--- src/rtl/fir_xifu_pkg.sv ---
// fir_xifu_pkg: shared types and constants for the XIFU execute stage.
//   fir_xifu_id2ex_t      : decoded load/store op handed from ID to EX
//   fir_xifu_ex2wb_t      : completion record handed from EX to WB
//   fir_xifu_ex_state_e   : EX stage FSM state encoding
//   sext_off()            : sign-extends the 12-bit offset to the address width
package fir_xifu_pkg;

    localparam int unsigned XLEN  = 32;
    localparam int unsigned ID_W  = 4;
    localparam int unsigned OFF_W = 12;
    localparam int unsigned BE_W  = XLEN / 8;

    typedef struct packed {
        logic              valid;
        logic [ID_W-1:0]   id;
        logic              store;
        logic [XLEN-1:0]   base;
        logic [OFF_W-1:0]  offset;
        logic [XLEN-1:0]   wdata;
    } fir_xifu_id2ex_t;

    typedef struct packed {
        logic              valid;
        logic [ID_W-1:0]   id;
        logic              store;
        logic              err;
        logic [XLEN-1:0]   rdata;
    } fir_xifu_ex2wb_t;

    typedef enum logic [1:0] {
        EX_IDLE = 2'd0,
        EX_REQ  = 2'd1,
        EX_WAIT = 2'd2
    } fir_xifu_ex_state_e;

    // Sign-extend a signed 12-bit immediate offset to a full address word.
    function automatic logic [XLEN-1:0] sext_off(input logic [OFF_W-1:0] off);
        return {{(XLEN-OFF_W){off[OFF_W-1]}}, off};
    endfunction

endpackage

--- src/rtl/fir_xifu_if.sv ---
// fir_xifu_if: word-wide memory request/response bus between the EX stage
// and the data memory.
//   valid/ready        : request handshake (master -> slave, slave -> master)
//   addr/we/be/wdata/id: request payload, driven by the master
//   rvalid/rdata/err   : response, driven by the slave
// Modports: master (EX stage), slave (memory or its model).
interface fir_xifu_if;
    import fir_xifu_pkg::*;

    logic              valid;
    logic              ready;
    logic [XLEN-1:0]   addr;
    logic              we;
    logic [BE_W-1:0]   be;
    logic [XLEN-1:0]   wdata;
    logic [ID_W-1:0]   id;
    logic              rvalid;
    logic [XLEN-1:0]   rdata;
    logic              err;

    modport master (
        output valid, addr, we, be, wdata, id,
        input  ready, rvalid, rdata, err
    );

    modport slave (
        input  valid, addr, we, be, wdata, id,
        output ready, rvalid, rdata, err
    );

endinterface

--- src/rtl/fir_xifu_agu.sv ---
// fir_xifu_agu: combinational address generation for the EX stage.
//   base_i       : 32-bit base register value
//   offset_i     : signed 12-bit immediate offset
//   addr_o       : base + sign-extended offset, wrapping modulo 2^32
//   misaligned_o : 1 when addr_o is not word aligned
module fir_xifu_agu
    import fir_xifu_pkg::*;
(
    input  logic [XLEN-1:0]  base_i,
    input  logic [OFF_W-1:0] offset_i,
    output logic [XLEN-1:0]  addr_o,
    output logic             misaligned_o
);

    // Carry out of bit 31 is simply dropped: wrap-around is intended.
    assign addr_o       = base_i + sext_off(offset_i);
    assign misaligned_o = |addr_o[1:0];

endmodule

--- src/rtl/fir_xifu_ex.sv ---
// fir_xifu_ex: execute stage of the XIFU load/store path. Accepts one decoded
// op at a time, issues a single word access on the memory bus and returns a
// completion record to write-back.
//   clk_i, rst_ni : clock (rising edge), asynchronous active-low reset
//   id2ex_i       : decoded op from ID
//   ex_ready_o    : EX is idle and will accept id2ex_i this cycle
//   kill_i/kill_id_i : squash request for the op with the given id
//   mem           : memory bus (master side)
//   ex2wb_o       : one-cycle completion pulse plus held result fields
module fir_xifu_ex
    import fir_xifu_pkg::*;
(
    input  logic              clk_i,
    input  logic              rst_ni,
    input  fir_xifu_id2ex_t   id2ex_i,
    output logic              ex_ready_o,
    input  logic              kill_i,
    input  logic [ID_W-1:0]   kill_id_i,
    fir_xifu_if.master        mem,
    output fir_xifu_ex2wb_t   ex2wb_o
);

    fir_xifu_ex_state_e state_q, state_d;
    logic [XLEN-1:0]    addr_q,  addr_d;
    logic               we_q,    we_d;
    logic [XLEN-1:0]    wdata_q, wdata_d;
    logic [ID_W-1:0]    id_q,    id_d;
    // Set once the in-flight op has been killed after its request was
    // accepted: the access must still finish, but no result is reported.
    logic               drop_q,  drop_d;
    fir_xifu_ex2wb_t    wb_q,    wb_d;

    logic [XLEN-1:0]    agu_addr;
    logic               agu_misaligned;
    logic               kill_match;

    fir_xifu_agu u_agu (
        .base_i       (id2ex_i.base),
        .offset_i     (id2ex_i.offset),
        .addr_o       (agu_addr),
        .misaligned_o (agu_misaligned)
    );

    // Kills only ever target the op currently held in EX.
    assign kill_match = kill_i && (kill_id_i == id_q);

    // Next-state and next-register computation for the EX FSM.
    always_comb begin
        state_d     = state_q;
        addr_d      = addr_q;
        we_d        = we_q;
        wdata_d     = wdata_q;
        id_d        = id_q;
        drop_d      = drop_q;
        wb_d        = wb_q;
        wb_d.valid  = 1'b0;

        case (state_q)
            EX_IDLE: begin
                if (id2ex_i.valid) begin
                    if (agu_misaligned) begin
                        // Rejected without touching memory; report an error.
                        wb_d.valid = 1'b1;
                        wb_d.id    = id2ex_i.id;
                        wb_d.store = id2ex_i.store;
                        wb_d.err   = 1'b1;
                        wb_d.rdata = {XLEN{1'b0}};
                    end else begin
                        addr_d  = agu_addr;
                        we_d    = id2ex_i.store;
                        wdata_d = id2ex_i.wdata;
                        id_d    = id2ex_i.id;
                        drop_d  = 1'b0;
                        state_d = EX_REQ;
                    end
                end else begin
                    state_d = EX_IDLE;
                end
            end

            EX_REQ: begin
                if (mem.ready) begin
                    // Request is accepted: a kill now cannot recall it.
                    drop_d  = kill_match;
                    state_d = EX_WAIT;
                end else if (kill_match) begin
                    state_d = EX_IDLE;
                end else begin
                    state_d = EX_REQ;
                end
            end

            EX_WAIT: begin
                if (mem.rvalid) begin
                    state_d = EX_IDLE;
                    if (!(drop_q || kill_match)) begin
                        wb_d.valid = 1'b1;
                        wb_d.id    = id_q;
                        wb_d.store = we_q;
                        wb_d.err   = mem.err;
                        wb_d.rdata = we_q ? {XLEN{1'b0}} : mem.rdata;
                    end else begin
                        wb_d.valid = 1'b0;
                    end
                end else begin
                    drop_d = drop_q | kill_match;
                end
            end

            default: begin
                state_d = EX_IDLE;
            end
        endcase
    end

    // State and datapath registers with asynchronous reset.
    always_ff @(posedge clk_i or negedge rst_ni) begin
        if (!rst_ni) begin
            state_q <= EX_IDLE;
            addr_q  <= {XLEN{1'b0}};
            we_q    <= 1'b0;
            wdata_q <= {XLEN{1'b0}};
            id_q    <= {ID_W{1'b0}};
            drop_q  <= 1'b0;
            wb_q    <= '0;
        end else begin
            state_q <= state_d;
            addr_q  <= addr_d;
            we_q    <= we_d;
            wdata_q <= wdata_d;
            id_q    <= id_d;
            drop_q  <= drop_d;
            wb_q    <= wb_d;
        end
    end

    assign ex_ready_o = (state_q == EX_IDLE);
    assign mem.valid  = (state_q == EX_REQ);
    assign mem.addr   = addr_q;
    assign mem.we     = we_q;
    assign mem.be     = {BE_W{1'b1}};
    assign mem.wdata  = wdata_q;
    assign mem.id     = id_q;
    assign ex2wb_o    = wb_q;

endmodule

--- src/flat_wrapper.sv ---
// flat-port wrapper written by rule: the top's interface ports become plain ports
module fir_xifu_ex_flat import fir_xifu_pkg::*;
  (clk_i, rst_ni, id2ex_i, ex_ready_o, kill_i, kill_id_i, ex2wb_o, mem_valid, mem_addr, mem_we, mem_be, mem_wdata, mem_id, mem_ready, mem_rvalid, mem_rdata, mem_err);
  fir_xifu_if mem_i ();
  input  logic clk_i;
  input  logic rst_ni;
  input  fir_xifu_id2ex_t id2ex_i;
  output logic ex_ready_o;
  input  logic kill_i;
  input  logic [ID_W-1:0] kill_id_i;
  output fir_xifu_ex2wb_t ex2wb_o;
  output wire logic [$bits(mem_i.valid)-1:0] mem_valid;
  output wire logic [$bits(mem_i.addr)-1:0] mem_addr;
  output wire logic [$bits(mem_i.we)-1:0] mem_we;
  output wire logic [$bits(mem_i.be)-1:0] mem_be;
  output wire logic [$bits(mem_i.wdata)-1:0] mem_wdata;
  output wire logic [$bits(mem_i.id)-1:0] mem_id;
  input wire logic [$bits(mem_i.ready)-1:0] mem_ready;
  input wire logic [$bits(mem_i.rvalid)-1:0] mem_rvalid;
  input wire logic [$bits(mem_i.rdata)-1:0] mem_rdata;
  input wire logic [$bits(mem_i.err)-1:0] mem_err;
  assign mem_valid = mem_i.valid;
  assign mem_addr = mem_i.addr;
  assign mem_we = mem_i.we;
  assign mem_be = mem_i.be;
  assign mem_wdata = mem_i.wdata;
  assign mem_id = mem_i.id;
  assign mem_i.ready = mem_ready;
  assign mem_i.rvalid = mem_rvalid;
  assign mem_i.rdata = mem_rdata;
  assign mem_i.err = mem_err;
  fir_xifu_ex u_core (.clk_i(clk_i), .rst_ni(rst_ni), .id2ex_i(id2ex_i), .ex_ready_o(ex_ready_o), .kill_i(kill_i), .kill_id_i(kill_id_i), .mem(mem_i), .ex2wb_o(ex2wb_o));
endmodule
--- config.mk ---
export PLATFORM = sky130hd
export DESIGN_NAME = fir_xifu_ex_flat
export DESIGN_NICKNAME = d
export VERILOG_FILES = /design/src/rtl/fir_xifu_pkg.sv /design/src/rtl/fir_xifu_if.sv /design/src/rtl/fir_xifu_agu.sv /design/src/rtl/fir_xifu_ex.sv /design/src/flat_wrapper.sv
export SDC_FILE = /design/constraint.sdc
export NUM_CORES = 1
export LEC_CHECK = 0
export ABC_AREA = 1
export CAP_MARGIN = 20
export CORE_ASPECT_RATIO = 2
export CORE_MARGIN = 8
export CORE_UTILIZATION = 46
export DETAILED_ROUTE_END_ITERATION = 6
export HOLD_SLACK_MARGIN = 0.06
export PLACE_DENSITY = 0.81
export SYNTH_ARGS = -nofsm -noshare
export SYNTH_HDL_FRONTEND = slang
export SYNTH_SLANG_ARGS = --single-unit
--- constraint.sdc ---
create_clock -name clk_i -period 2.1 [get_ports clk_i]
set_input_delay 0.21 -clock clk_i [delete_from_list [all_inputs] [get_ports clk_i]]
set_output_delay 0.21 -clock clk_i [all_outputs]
set_load 0.01 [all_outputs]
==> key figures <==
Setup path
  • R2r startpoint: u_core.state_q[0]
  • Crit end category: flop
  • Kind of start point of the critical path: primary input
  • Worst Path Arrival: about 2200 ps
  • Crit-path max FO: 4
  • Required @ worst endpoint: between 2000 and 2500 ps
  • Worst Setup SP: id2ex_i[32]
  • Setup Crit Path Kind: in -> reg

Floorplan
  • Die H: around 190 µm
  • Initial core utilization: 46.8%
  • Io pins: roughly 240
  • Row count: 63
  • Full die area: between 15000 and 20000 µm²
  • Area of the core: approximately 15000 µm²
  • Die width: 103 µm

Place
  • GPL Wtd Cong: between 0.8 and 0.9
  • Placed cells: 1450
  • Post-DP HPWL: around 18 mm
  • Dpl ws: -265 ps
  • Number of input and output port buffers inserted: around 230

Hold path
  • HP Class: in -> async

Clock network
  • Clk buf depth: 2
  • # clock sinks: 111
  • Inserted Clock Buffers: 9
  • CTS tree: yes
  • Clock H-tree levels: 3
  • Clock Root Buffer: clkbuf_16
  • Clock transition at the registers of the reported paths: around 70 ps
  • Worst-skew pair later-pin latency: approximately 340 ps

Drt
  • Initial DRC count: roughly 290
  • Vias per cell: just under 5
  • ANT nets after route: 0
  • DRT Wirelength: about 22 mm
  • DRC: 0
  • First-pass iteration count of the detailed router: 5
  • Via count: 7192
  • Routed length per placed instance: approximately 15 µm

Run status
  • Outcome: complete, no violations

STA
  • RSZ-0062 raised after global routing: yes
  • Fin crit period: ~2000 ps
  • Worst Skew: approximately 4.4 ps
  • Period utilisation layout: between 90% and 100%
  • Endpoints failing setup: 0
  • Count of final hold-check violations: 0
  • Fmax: between 500 and 600 MHz
  • Final Max Tran Viols: 0
  • Hold slack final: 287 ps
  • Setup WS post-layout: about 120 ps

Final layout
  • Area delta synth->final: 48.3%
  • ANT cells: 0
  • Layout Cells excl Fill: ~1500
  • Final #Nets: between 1000 and 1500
  • Share of post-route cells with drive strength above 1: between 10% and 20%

Power and ir drop
  • Pwr Total: around 10 mW
  • Lkg Pwr: between 5 and 6 nW
  • Peak supply drop: 0.554 mV
  • P per Cell Area: about 1000 nW/µm²

Logic synthesis
  • Predominant post-synthesis flop cell: dfrtp_1
  • Post-synth EDFFs: 0
  • Ys Warns: 0
  • Yosys top cell area share: 40.1%
  • Post-Synthesis Cells: roughly 1000
  • Average cell area after synthesis: a little over 7 µm²
  • Area leader, netlist: dfrtp_1
  • Flops & latches, synth: ~110
  • Mapped Area: between 6000 and 7000 µm²
  • Share of flip-flops with an asynchronous set or reset: 100%
  • Register area share after synthesis: around 40%
  • Top cells by count, synth: nand2_1 (447), inv_1 (120), dfrtp_1 (111)
  • Cell variety after synth: 36
  • Top area cells in the synthesized netlist: dfrtp_1 (40%), nand2_1 (24%), inv_1 (6.5%), ha_1 (6.3%), o21ai_2 (3.8%)
  • Top-count cell post-synth: nand2_1

Run
  • Max cap viols: 0

GRT
  • Largest net degree at the start of global routing: between 60 and 70
  • First-pass GRT wire length: roughly 35 mm
  • Tot GR Track Use: between 20% and 30%
  • GR peak layer: met2
  • Grt met1 use: approximately 22%
  • Vias in the first global route: about 7300
  • GR Util met2: a little over two fifths
  • Initial antenna violation count: 0
  • Global routing usage on met3: between 3 and 4%
  • Grt ovf: 0
==> per-stage QoR <==
step | TNS [ps] | utilization [%] | area, µm²
2_1_floorplan | 0 | - | 6950
3_3_place_gp | -18000 | 67.1 | 9940
3_5_place_dp | -20300 | 67.1 | 9940
4_1_cts | 0 | 69.1 | 10200
5_1_grt | -69.9 | 69.4 | 10300
6_report | 0 | 69.4 | 10300
==> where the power goes <==
group	switching [mW]	internal [mW]
clock	0.787	0.847
combinational	2.71	2.62
sequential	0.517	2.95
==> area by class of cell <==
| class | instances | area, µm² |
|---|---|---|
| Multi-Input combinational cell | 720 | 3580 |
| Clock buffer | 10 | 239 |
| Fill cell | 1277 | 4540 |
| Inverter | 121 | 454 |
| Tap cell | 195 | 244 |
| Timing Repair Buffer | 304 | 2940 |
| Sequential cell | 111 | 2780 |
| Clock inverter | 6 | 43.8 |
==> layout by cell type, fill, tap and decap left out, types with 19 or more instances in the layout <==
cell type,count
nand2_1,443
clkdlybuf4s50_1,232
buf_4,64
a21oi_1,19
o21ai_0,23
nand3_1,46
dfrtp_1,111
o21ai_2,30
ha_1,33
nor2_1,45
inv_1,120
==> final timing paths <==
check | slack [ps] | depth (start not counted) | to
worst max register to register | 330 | 8 | u_core.ex2wb_o[4]
worst max-delay path | 120 | 11 | u_core.mem.addr[28]
worst min register to register | 470 | 2 | u_core.mem.wdata[1]
max in group asynchronous | 1150 | 3 | u_core.ex2wb_o[7]
worst min-delay path | 290 | 2 | u_core.mem.wdata[21]
min in group clk_i | 390 | 3 | u_core.mem.wdata[5]
==> kinds of logic after synthesis <==
kind of cell	synth area share, %
AO/OA/AOI/OAI	8.33
flip-flops	40.1
other	0.0541
XOR/XNOR	2.40
AND/OR/NAND/NOR	33.4
adder cells (fa/ha/maj)	6.60
buffers and inverters	9.16
==> layer usage <==
metal	share of wire (%)	up-vias	routed length, µm
met1	34	3304	7580
met5	0	-	0
met2	54	242	12200
met4	6.7	0	1510
li1	-	3576	-
met3	5.5	70	1240
==> critical path, cell delays in order <==
cell,delay (ps)
clkdlybuf4s50_1,400
ha_1,230
fa_1,460
nand3_1,120
nand3_1,140
nand3_1,110
nand3_1,170
nand2_1,150
nand3_1,80
nand3_1,100
nand2_1,50
==> sequential cells by signal, indices dropped and copies added, names as in the netlist <==
name / flops
u_core.ex2wb_o: 39
u_core.mem.addr: 32
u_core.mem.wdata: 32
u_core.mem.id: 4
u_core.state_q: 2
u_core.drop_q: 1
u_core.mem.we: 1
==> repair_timing <==
| item | CTS | global route |
|---|---|---|
| gates resized for setup | 0 | 14 |
| endpoints found under the setup margin | 0 | 10 |
| hold endpoints to repair | 18 | 0 |
| hold buffers | 1 | 0 |
| buffers inserted | 0 | 0 |
(Power assumes the default switching activity.)
